===== src/rtl/interlock_pkg.sv =====
// Shared defaults, index type and fault-mode constants for the RF-station interlock card.
package interlock_pkg;
  localparam int N_CH_DEF       = 6;
  localparam int DEBOUNCE_DEF   = 4;
  localparam int TUNE_DELAY_DEF = 16;
  localparam int FAULT_IDX_W    = $clog2(N_CH_DEF);

  typedef logic [FAULT_IDX_W-1:0] fault_idx_t;

  localparam bit LATCH       = 1'b1;
  localparam bit TRANSPARENT = 1'b0;
endpackage


===== src/rtl/chan_debounce.sv =====
// Two-flop synchroniser followed by a symmetric run-length debouncer for one raw input.
module chan_debounce
  import interlock_pkg::*;
#(
  parameter int DEBOUNCE_CYCLES = DEBOUNCE_DEF
) (
  input  logic clk,
  input  logic rst_n,
  input  logic raw_i,
  output logic deb_o
);
  localparam int CW = $clog2(DEBOUNCE_CYCLES + 1);

  logic          s1_q, s1_d;
  logic          s2_q, s2_d;
  logic          deb_q, deb_d;
  logic [CW-1:0] cnt_q, cnt_d;

  always_comb begin
    s1_d  = raw_i;
    s2_d  = s1_q;
    deb_d = deb_q;
    cnt_d = '0;
    // The final agreeing sample flips the state instead of bumping the count.
    if (s2_q != deb_q) begin
      if (cnt_q == CW'(DEBOUNCE_CYCLES - 1)) deb_d = ~deb_q;
      else                                   cnt_d = cnt_q + 1'b1;
    end
  end

  always_ff @(posedge clk or negedge rst_n) begin
    if (!rst_n) begin
      s1_q  <= 1'b0;
      s2_q  <= 1'b0;
      deb_q <= 1'b0;
      cnt_q <= '0;
    end else begin
      s1_q  <= s1_d;
      s2_q  <= s2_d;
      deb_q <= deb_d;
      cnt_q <= cnt_d;
    end
  end

  assign deb_o = deb_q;
endmodule


===== src/rtl/interlock_card_gen.sv =====
// RF-station interlock card: debounced, latched fault summary with first-fault capture,
// tune-delayed anode overcurrent threshold selection and a synchronised emergency input.
module interlock_card_gen
  import interlock_pkg::*;
#(
  parameter int N_CH            = N_CH_DEF,
  parameter int DEBOUNCE_CYCLES = DEBOUNCE_DEF,
  parameter int TUNE_DELAY      = TUNE_DELAY_DEF,
  parameter bit LATCH_MODE      = LATCH
) (
  input  logic                    clk,
  input  logic                    reset_n,
  input  logic                    i_Not_TUNE_OK,
  input  logic                    i_I_AN_LOW_THR,
  input  logic                    i_I_AN_HIGH_THR,
  input  logic                    i_External,
  input  logic [N_CH-1:0]         i_Control,
  input  logic                    i_Clear,
  output logic                    o_I_AN_HIGH,
  output logic                    o_Emergency,
  output logic                    o_Not_Alarm,
  output logic [N_CH-1:0]         o_Fault,
  output logic [$clog2(N_CH)-1:0] o_First_Fault,
  output logic                    o_First_Valid,
  output logic                    o_Clear_Ack
);
  localparam int FW = $clog2(N_CH);
  localparam int TW = $clog2(TUNE_DELAY + 1);

  // Misc synchroniser bit order: {external, high_thr, low_thr, not_tune_ok}.
  logic [3:0]      ms1_q, ms1_d, ms2_q, ms2_d;
  logic [N_CH-1:0] deb;
  logic            clr_deb;
  logic            clr_prev_q, clr_prev_d;
  logic            clr_acc;
  logic [N_CH-1:0] fault_q, fault_d;
  logic            not_alarm_q, not_alarm_d;
  logic [FW-1:0]   first_q, first_d;
  logic            valid_q, valid_d;
  logic            ack_q, ack_d;
  logic [TW-1:0]   tune_cnt_q, tune_cnt_d;
  logic            tune_dly;
  logic            an_high_q, an_high_d;

  for (genvar g = 0; g < N_CH; g++) begin : g_chan
    chan_debounce #(.DEBOUNCE_CYCLES(DEBOUNCE_CYCLES)) u_deb (
      .clk  (clk),
      .rst_n(reset_n),
      .raw_i(i_Control[g]),
      .deb_o(deb[g])
    );
  end

  // Single-sample filter: only synchronisation plus one register for edge detection.
  chan_debounce #(.DEBOUNCE_CYCLES(1)) u_clr (
    .clk  (clk),
    .rst_n(reset_n),
    .raw_i(i_Clear),
    .deb_o(clr_deb)
  );

  always_comb begin
    ms1_d      = {i_External, i_I_AN_HIGH_THR, i_I_AN_LOW_THR, i_Not_TUNE_OK};
    ms2_d      = ms1_q;
    clr_prev_d = clr_deb;
    clr_acc    = clr_deb & ~clr_prev_q;
    ack_d      = clr_acc;

    // Set wins over clear: a channel still asserted keeps its bit.
    if (LATCH_MODE) fault_d = deb | (fault_q & ~{N_CH{clr_acc}});
    else            fault_d = deb;
    not_alarm_d = ~|fault_d;

    first_d = first_q;
    valid_d = valid_q;
    if (fault_d == '0) begin
      valid_d = 1'b0;
    end else if (!valid_q) begin
      valid_d = 1'b1;
      for (int i = N_CH - 1; i >= 0; i--) begin
        if (fault_d[i]) first_d = FW'(i);
      end
    end

    tune_dly = (tune_cnt_q == TW'(TUNE_DELAY));
    if (!ms2_q[0])     tune_cnt_d = '0;
    else if (tune_dly) tune_cnt_d = tune_cnt_q;
    else               tune_cnt_d = tune_cnt_q + 1'b1;

    an_high_d = ~(tune_dly ? ms2_q[1] : ms2_q[2]);
  end

  always_ff @(posedge clk or negedge reset_n) begin
    if (!reset_n) begin
      ms1_q       <= '0;
      ms2_q       <= '0;
      clr_prev_q  <= 1'b0;
      fault_q     <= '0;
      not_alarm_q <= 1'b1;
      first_q     <= '0;
      valid_q     <= 1'b0;
      ack_q       <= 1'b0;
      tune_cnt_q  <= '0;
      an_high_q   <= 1'b1;
    end else begin
      ms1_q       <= ms1_d;
      ms2_q       <= ms2_d;
      clr_prev_q  <= clr_prev_d;
      fault_q     <= fault_d;
      not_alarm_q <= not_alarm_d;
      first_q     <= first_d;
      valid_q     <= valid_d;
      ack_q       <= ack_d;
      tune_cnt_q  <= tune_cnt_d;
      an_high_q   <= an_high_d;
    end
  end

  assign o_I_AN_HIGH   = an_high_q;
  assign o_Emergency   = ms2_q[3];
  assign o_Not_Alarm   = not_alarm_q;
  assign o_Fault       = fault_q;
  assign o_First_Fault = first_q;
  assign o_First_Valid = valid_q;
  assign o_Clear_Ack   = ack_q;
endmodule


===== config.mk =====
export PLATFORM = sky130hd
export DESIGN_NAME = interlock_card_gen
export DESIGN_NICKNAME = d
export VERILOG_FILES = /design/src/rtl/interlock_pkg.sv /design/src/rtl/chan_debounce.sv /design/src/rtl/interlock_card_gen.sv
export SDC_FILE = /design/constraint.sdc
export NUM_CORES = 1
export LEC_CHECK = 0
export BUFFER_PORTS_ARGS = -buffer_cell sky130_fd_sc_hd__buf_2
export CAP_MARGIN = 20
export CORE_ASPECT_RATIO = 0.9
export CORE_UTILIZATION = 32
export DETAILED_ROUTE_END_ITERATION = 7
export RECOVER_POWER = 50
export SETUP_SLACK_MARGIN = 0.3
export SLEW_MARGIN = 20
export SYNTH_ARGS = -nofsm -noshare
export SYNTH_HDL_FRONTEND = slang
export SYNTH_HIERARCHICAL = 1
export SYNTH_SLANG_ARGS = --single-unit

===== constraint.sdc =====
create_clock -name clk -period 1.6 [get_ports clk]
set_clock_uncertainty 0.1 [all_clocks]
set_input_delay 0.16 -clock clk [delete_from_list [all_inputs] [get_ports clk]]
set_output_delay 0.16 -clock clk [all_outputs]
set_load 0.02 [all_outputs]

### Word-level counts from Yosys, hierarchy flattened

Index checks and enable logic that the tools add are counted.
W data, S select, Z words.

| word-level totals | value |
|---|---|
| flip-flop bits (word level) | 67 |
| bits of input ports | 13 |
| output and inout port bits | 14 |
| word-level logic and storage cells | 113 |

| operators by class | value |
|---|---|
| add/sub/neg operators | 8 |
| equal/unequal tests | 15 |
| mux-type cells | 24 |
| bitwise logic cells | 16 |
| reductions and logical operators | 12 |

Operators by type and width:

| cell | number |
|---|---|
| $mux W3 | 18 |
| $add A3 B1 Y3 const B | 6 |
| $eq A3 B2 Y1 const B | 6 |
| $reduce_and A2 Y1 | 7 |
| $not A1 Y1 | 12 |
| $mux W5 | 2 |
| $ne A1 B1 Y1 | 7 |
| $and A6 B6 Y6 | 1 |
| $logic_not A6 Y1 | 1 |
| $not A6 Y6 | 1 |
| $or A6 B6 Y6 | 1 |
| $reduce_bool A6 Y1 | 1 |
| $reduce_or A6 Y1 | 1 |
| $add A5 B1 Y5 const B | 1 |
| $eq A5 B5 Y1 const B | 1 |
| $mux W1 | 4 |
| $reduce_and A3 Y1 | 1 |
| $ne A2 B2 Y1 const B | 1 |
| $add A1 B1 Y1 const B | 1 |
| $and A1 B1 Y1 | 1 |
| $logic_not A1 Y1 | 1 |

### Longest topological paths before layout

| logic depth | value |
|---|---|
| depth in word-level cells | 11 |
| mapped depth | 6 |
| mapped depth without buffers | 6 |

### By module

Netlist, hierarchy kept.

Modules (own cells, without submodules):

| module | times used | cells an instance | area each (um2) | sequential area each (um2) |
|---|---|---|---|---|
| chan_debounce at g_chan[0].u_deb ... | 6 | 13 | 216.5 | 150.1 |
| interlock_card_gen | 1 | 78 | 1028.5 | 678.2 |
| chan_debounce at u_clr | 1 | 4 | 78.8 | 75.1 |

### Least setup slack after synthesis

No wires, ideal clock.

| timing | value |
|---|---|
| path kind | flip-flop to flip-flop |
| start | register fault_q[4] (netlist: o_Fault[4]) |
| end | register first_q[0] (netlist: o_First_Fault[0]) |
| library setup time | 125 ps |
| arrival | 1241 ps |
| data required time | 1375 ps |
| path slack | 134 ps |
| cell stages (with the launch flop) | 6 |
| path buffers | 0 |
| path through | dfrtp_1 > nor2_1 > o21ai_2 > nor3_4 > nor2_2 > mux2_4 |

| on the way | value |
|---|---|
| cells in the longest elaborated chain, start to end | 7 |
| elaborated cells on any way between the ends | 11 |
| classes of those cells | 5 x mux; 3 x bitwise; 3 x reduce/logical |

Ends and longest elaborated chain:

| item | RTL line | text |
|---|---|---|
| from (decl) | interlock_card_gen.sv:36 | `logic [N_CH-1:0] fault_q, fault_d;` |
| from (signal assigned) | interlock_card_gen.sv:109 | `fault_q <= fault_d;` |
| $and A6 B6 Y6 * | interlock_card_gen.sv:70 | `if (LATCH_MODE) fault_d = deb \| (fault_q & ~{N_CH{clr_acc}});` |
| $or A6 B6 Y6 * | interlock_card_gen.sv:70 |  |
| $mux W3 (5 in series) | interlock_card_gen.sv:81 | `if (fault_d[i]) first_d = FW'(i);` |
| to (signal assigned) | interlock_card_gen.sv:111 | `first_q <= first_d;` |
| to (decl) | interlock_card_gen.sv:38 | `logic [FW-1:0] first_q, first_d;` |

Every way passes the cells marked *; elsewhere a longest branch is shown, timed or not.
A chain may end at the register's enable or synchronous reset.

### Worst setup path after layout

| timing | value |
|---|---|
| start | register clr_prev_q |
| end | register first_q[0] (netlist: o_First_Fault[0]) |

| on the way | value |
|---|---|
| cells in the longest elaborated chain, start to end | 10 |
| elaborated cells on any way between the ends | 14 |
| classes of those cells | 5 x mux; 6 x bitwise; 3 x reduce/logical |

Ends and longest elaborated chain:

| item | RTL line | text |
|---|---|---|
| from (decl) | interlock_card_gen.sv:34 | `logic clr_prev_q, clr_prev_d;` |
| from (signal assigned) | interlock_card_gen.sv:108 | `clr_prev_q <= clr_prev_d;` |
| $not A1 Y1 * | interlock_card_gen.sv:66 | `clr_acc = clr_deb & ~clr_prev_q;` |
| $and A1 B1 Y1 * | interlock_card_gen.sv:66 |  |
| named net ack_d | interlock_card_gen.sv:40 | `logic ack_q, ack_d;` |
| $not A6 Y6 * | interlock_card_gen.sv:70 |  |
| $and A6 B6 Y6 * | interlock_card_gen.sv:70 |  |
| $or A6 B6 Y6 * | interlock_card_gen.sv:70 |  |
| $mux W3 (5 in series) | interlock_card_gen.sv:81 |  |

The timed path passes the listed nets; every way through them passes the cells marked *.

==> metrics.md <==
| Metric | Value |
|---|---|
| Core area | `7150 sq um` |
| # fillers | `639` |
| P_int | `0.00345 W` |
| Root Driver | `clkbuf_8` |
| Maximum vdd ir drop | `0.591 mV` |
| Worst Hold Class | `reg2reg` |
| ANT nets after route | `0` |
| Die Height | `84.3 um` |
| Grt total ovfl | `0` |
| Post-DP HPWL | `2530 um` |
| Largest net degree at the start of global routing | `33` |
| Max_slew headroom | `0.527` |
| Fin nets | `244` |
| Unique masters post-synth | `29` |
| Worst EP required | `1720 ps` |
| Share of cells above drive strength 1 | `0.404` |
| Worst-path clk slew | `70 ps` |
| Initial antenna violation count | `0` |
| Max-slew violations | `0` |
| First-pass GRT wire length | `6480 um` |
| PortBufs | `26` |
| Switch share | `0.296` |
| Worst slew pin tran | `709 ps` |
| Switching power | `0.00145 W` |
| Ys flop type | `dfrtp_1` |
| Outcome | `completed` |
| Area share of the largest cell type after synthesis | `0.666` |
| FMAX | `668 MHz` |
| CTS tree | `yes` |
| Vias in the first global route | `1421` |
| Async S/R FF share, synth | `1.00` |
| Max Buffers Root-to-Sink | `2` |
| I/O pin count | `27` |
| Commonest non-fill, non-tap cell in the layout | `dfrtp_1` |
| Routed wire length | `3640 um` |
| Mapped Cells | `160` |
| Total Power | `0.00490 W` |
| Avg Inst Size Synth | `15.0 sq um` |
| Setup CP Type | `reg2reg` |
| Fin crit share | `0.935` |
| Final min period | `1500 ps` |
| RSZ-0062 raised after global routing | `yes` |
| Starting DRT DRC Count | `46` |
| Comb power frac | `0.266` |
| Crit. End Element | `flop` |
| First-pass iteration count of the detailed router | `4` |
| Most area-consuming cells after synthesis | `dfrtp_1 67%, ha_1 4.2%, nor3b_1 3.7%` |
| Clk sinks | `66` |
| Placed Cells | `286` |
| Post-Layout Cell Count | `321` |
| GRT Resource Usage Total | `0.110` |
| Register area share after synthesis | `0.687` |
| Routability-driven placement congestion ratio | `0.688` |
| Power Density | `1550 nW/um^2` |
| Ys Warns | `6` |
| Sequential share of power | `0.463` |
| Starting Density | `0.337` |
| DR WL/cell | `11.3 um` |
| Vias | `1343` |
| Total negative slack | `0 ps` |
| Hold Vio Cnt, Final | `0` |
| Syn_nets | `181` |
| Die W | `93.4 um` |
| Most frequent cells in the layout | `60 x dfrtp_1, 24 x buf_2, 14 x buf_4, 12 x nor3b_1, 12 x dlygate4sd3_1` |
| Worst-path fanout max | `7` |
| Vias/cell | `4.18` |
| Synthesis-stage register bit count | `66` |
| P_leak | `1.43 nW` |
| CTS Buf Count | `9` |
| Syn-to-layout area delta | `31.7%` |
| Startpoint Class | `flop` |
| Yosys top cell by area | `dfrtp_1` |
| H-tree Lvls | `3` |
| DRC Markers | `0` |
| Worst skew pair latency | `330 ps` |
| Max cap viols | `0` |
| Clk pwr share | `0.271` |
| EDFF count, synth | `0` |
| Setup violations, final | `0` |
| ANT cells | `0` |
| Arrival time worst endpoint | `1610 ps` |
| Row count | `29` |
| Mapped Area | `2410 sq um` |
| Die ar. | `7870 sq um` |
==> critical path: stages, from the launching register on <==
cell	delay [ps]
dfrtp_1	360
nand2b_4	180
clkinv_4	90
o21ai_4	70
nor3_4	250
nor2_2	60
mux2_4	290
==> sequential cells by signal (all words and copies together) (netlist names) <==
register / flops
g_chan.u_deb/cnt_q: 18
g_chan.u_deb/deb_o: 6
g_chan.u_deb/s1_q: 6
g_chan.u_deb/s2_q: 6
o_Fault: 6
tune_cnt_q: 5
ms1_q: 4
ms2_q: 4
o_First_Fault: 3
clr_prev_q: 1
o_Clear_Ack: 1
o_First_Valid: 1
o_I_AN_HIGH: 1
o_Not_Alarm: 1
u_clr/deb_o: 1
u_clr/s1_q: 1
u_clr/s2_q: 1
==> power by group through the flow <==
stage | sequential (W) | combinational, W | clock (W)
global placement | 0.00229 | 0.00119 | 0
floorplan | 0.00241 | 0.000655 | 0
global route | 0.00231 | 0.00146 | 0.00145
CTS | 0.00227 | 0.00126 | 0.00137
detailed placement | 0.00230 | 0.00121 | 0
finish | 0.00227 | 0.00130 | 0.00133
==> per-layer routing <==
metal	share of wire	GRT usage	vias to the layer above
li1	-	-	662
met1	0.48	0.142	642
met2	0.45	0.160	32
met4	0.015	0.0420	0
met5	0	0	-
met3	0.053	0.0543	7
==> layout make-up <==
class / instances / area (sq um) / area share
flip-flops and latches: 66 / 1660 / 0.523
multi-input cells: 86 / 793 / 0.250
repair buffers: 53 / 380 / 0.120
clock buffers: 13 / 149 / 0.0470
well taps: 93 / 116 / 0.0367
clock inverters: 3 / 40.0 / 0.0126
inverters: 7 / 31.3 / 0.00987
==> cells by family after synthesis <==
| logic type | after synthesis | synth area share |
|---|---|---|
| DFF | 66 | 0.687 |
| and+or+nand+nor | 46 | 0.138 |
| buffers and inverters | 8 | 0.0146 |
| xor gates and xnor gates | 10 | 0.0364 |
| muxes | 9 | 0.0426 |
| AOI/OAI and AO/OA | 13 | 0.0395 |
| adders and majority gates | 8 | 0.0416 |
==> synth_stat cells, drive strengths merged (3+ instances only) <==
library cell	number
dfrtp	64
nor2	12
nor3b	12
xnor2	9
ha	8
mux2	7
nor2b	7
nor3	7
inv	6
a21o	5
o21ai	4
and2	3
==> through the flow <==
step                utilization  hold slack, ps  cell area (sq um)  worst slack [ps]
floorplan                     -            -236               2460               157
global placement          0.388           -36.4               2770               111
detailed placement        0.388           -35.5               2770              84.6
CTS                       0.436             136               3110               106
global route              0.443             259               3170              14.9
finish                    0.443             247               3170               103
==> worst paths after layout <==
check,from,endpoint,slack (ps),cells past startpoint
max reg2reg,clr_prev_q,o_First_Fault[0],100,6
max,clr_prev_q,o_First_Fault[0],100,6
min,g_chan[1].u_deb/s1_q,g_chan[1].u_deb/s2_q,250,0
min in group asynchronous,reset_n,ms1_q[0],290,2
min reg2reg,g_chan[1].u_deb/s1_q,g_chan[1].u_deb/s2_q,250,0
max in group asynchronous,reset_n,g_chan[0].u_deb/s2_q,330,4
==> repair_timing <==
| action | 4_1_cts | 5_1_grt |
|---|---|---|
| setup buffers | 4 | 3 |
| endpoints found under the setup margin | 5 | 11 |
| pin swaps | 4 | 1 |
| hold buffers | 12 | 0 |
| hold endpoints to repair | 67 | 0 |
| resized for setup | 1 | 10 |
No activity file was read; power rests on OpenSTA's default activity.
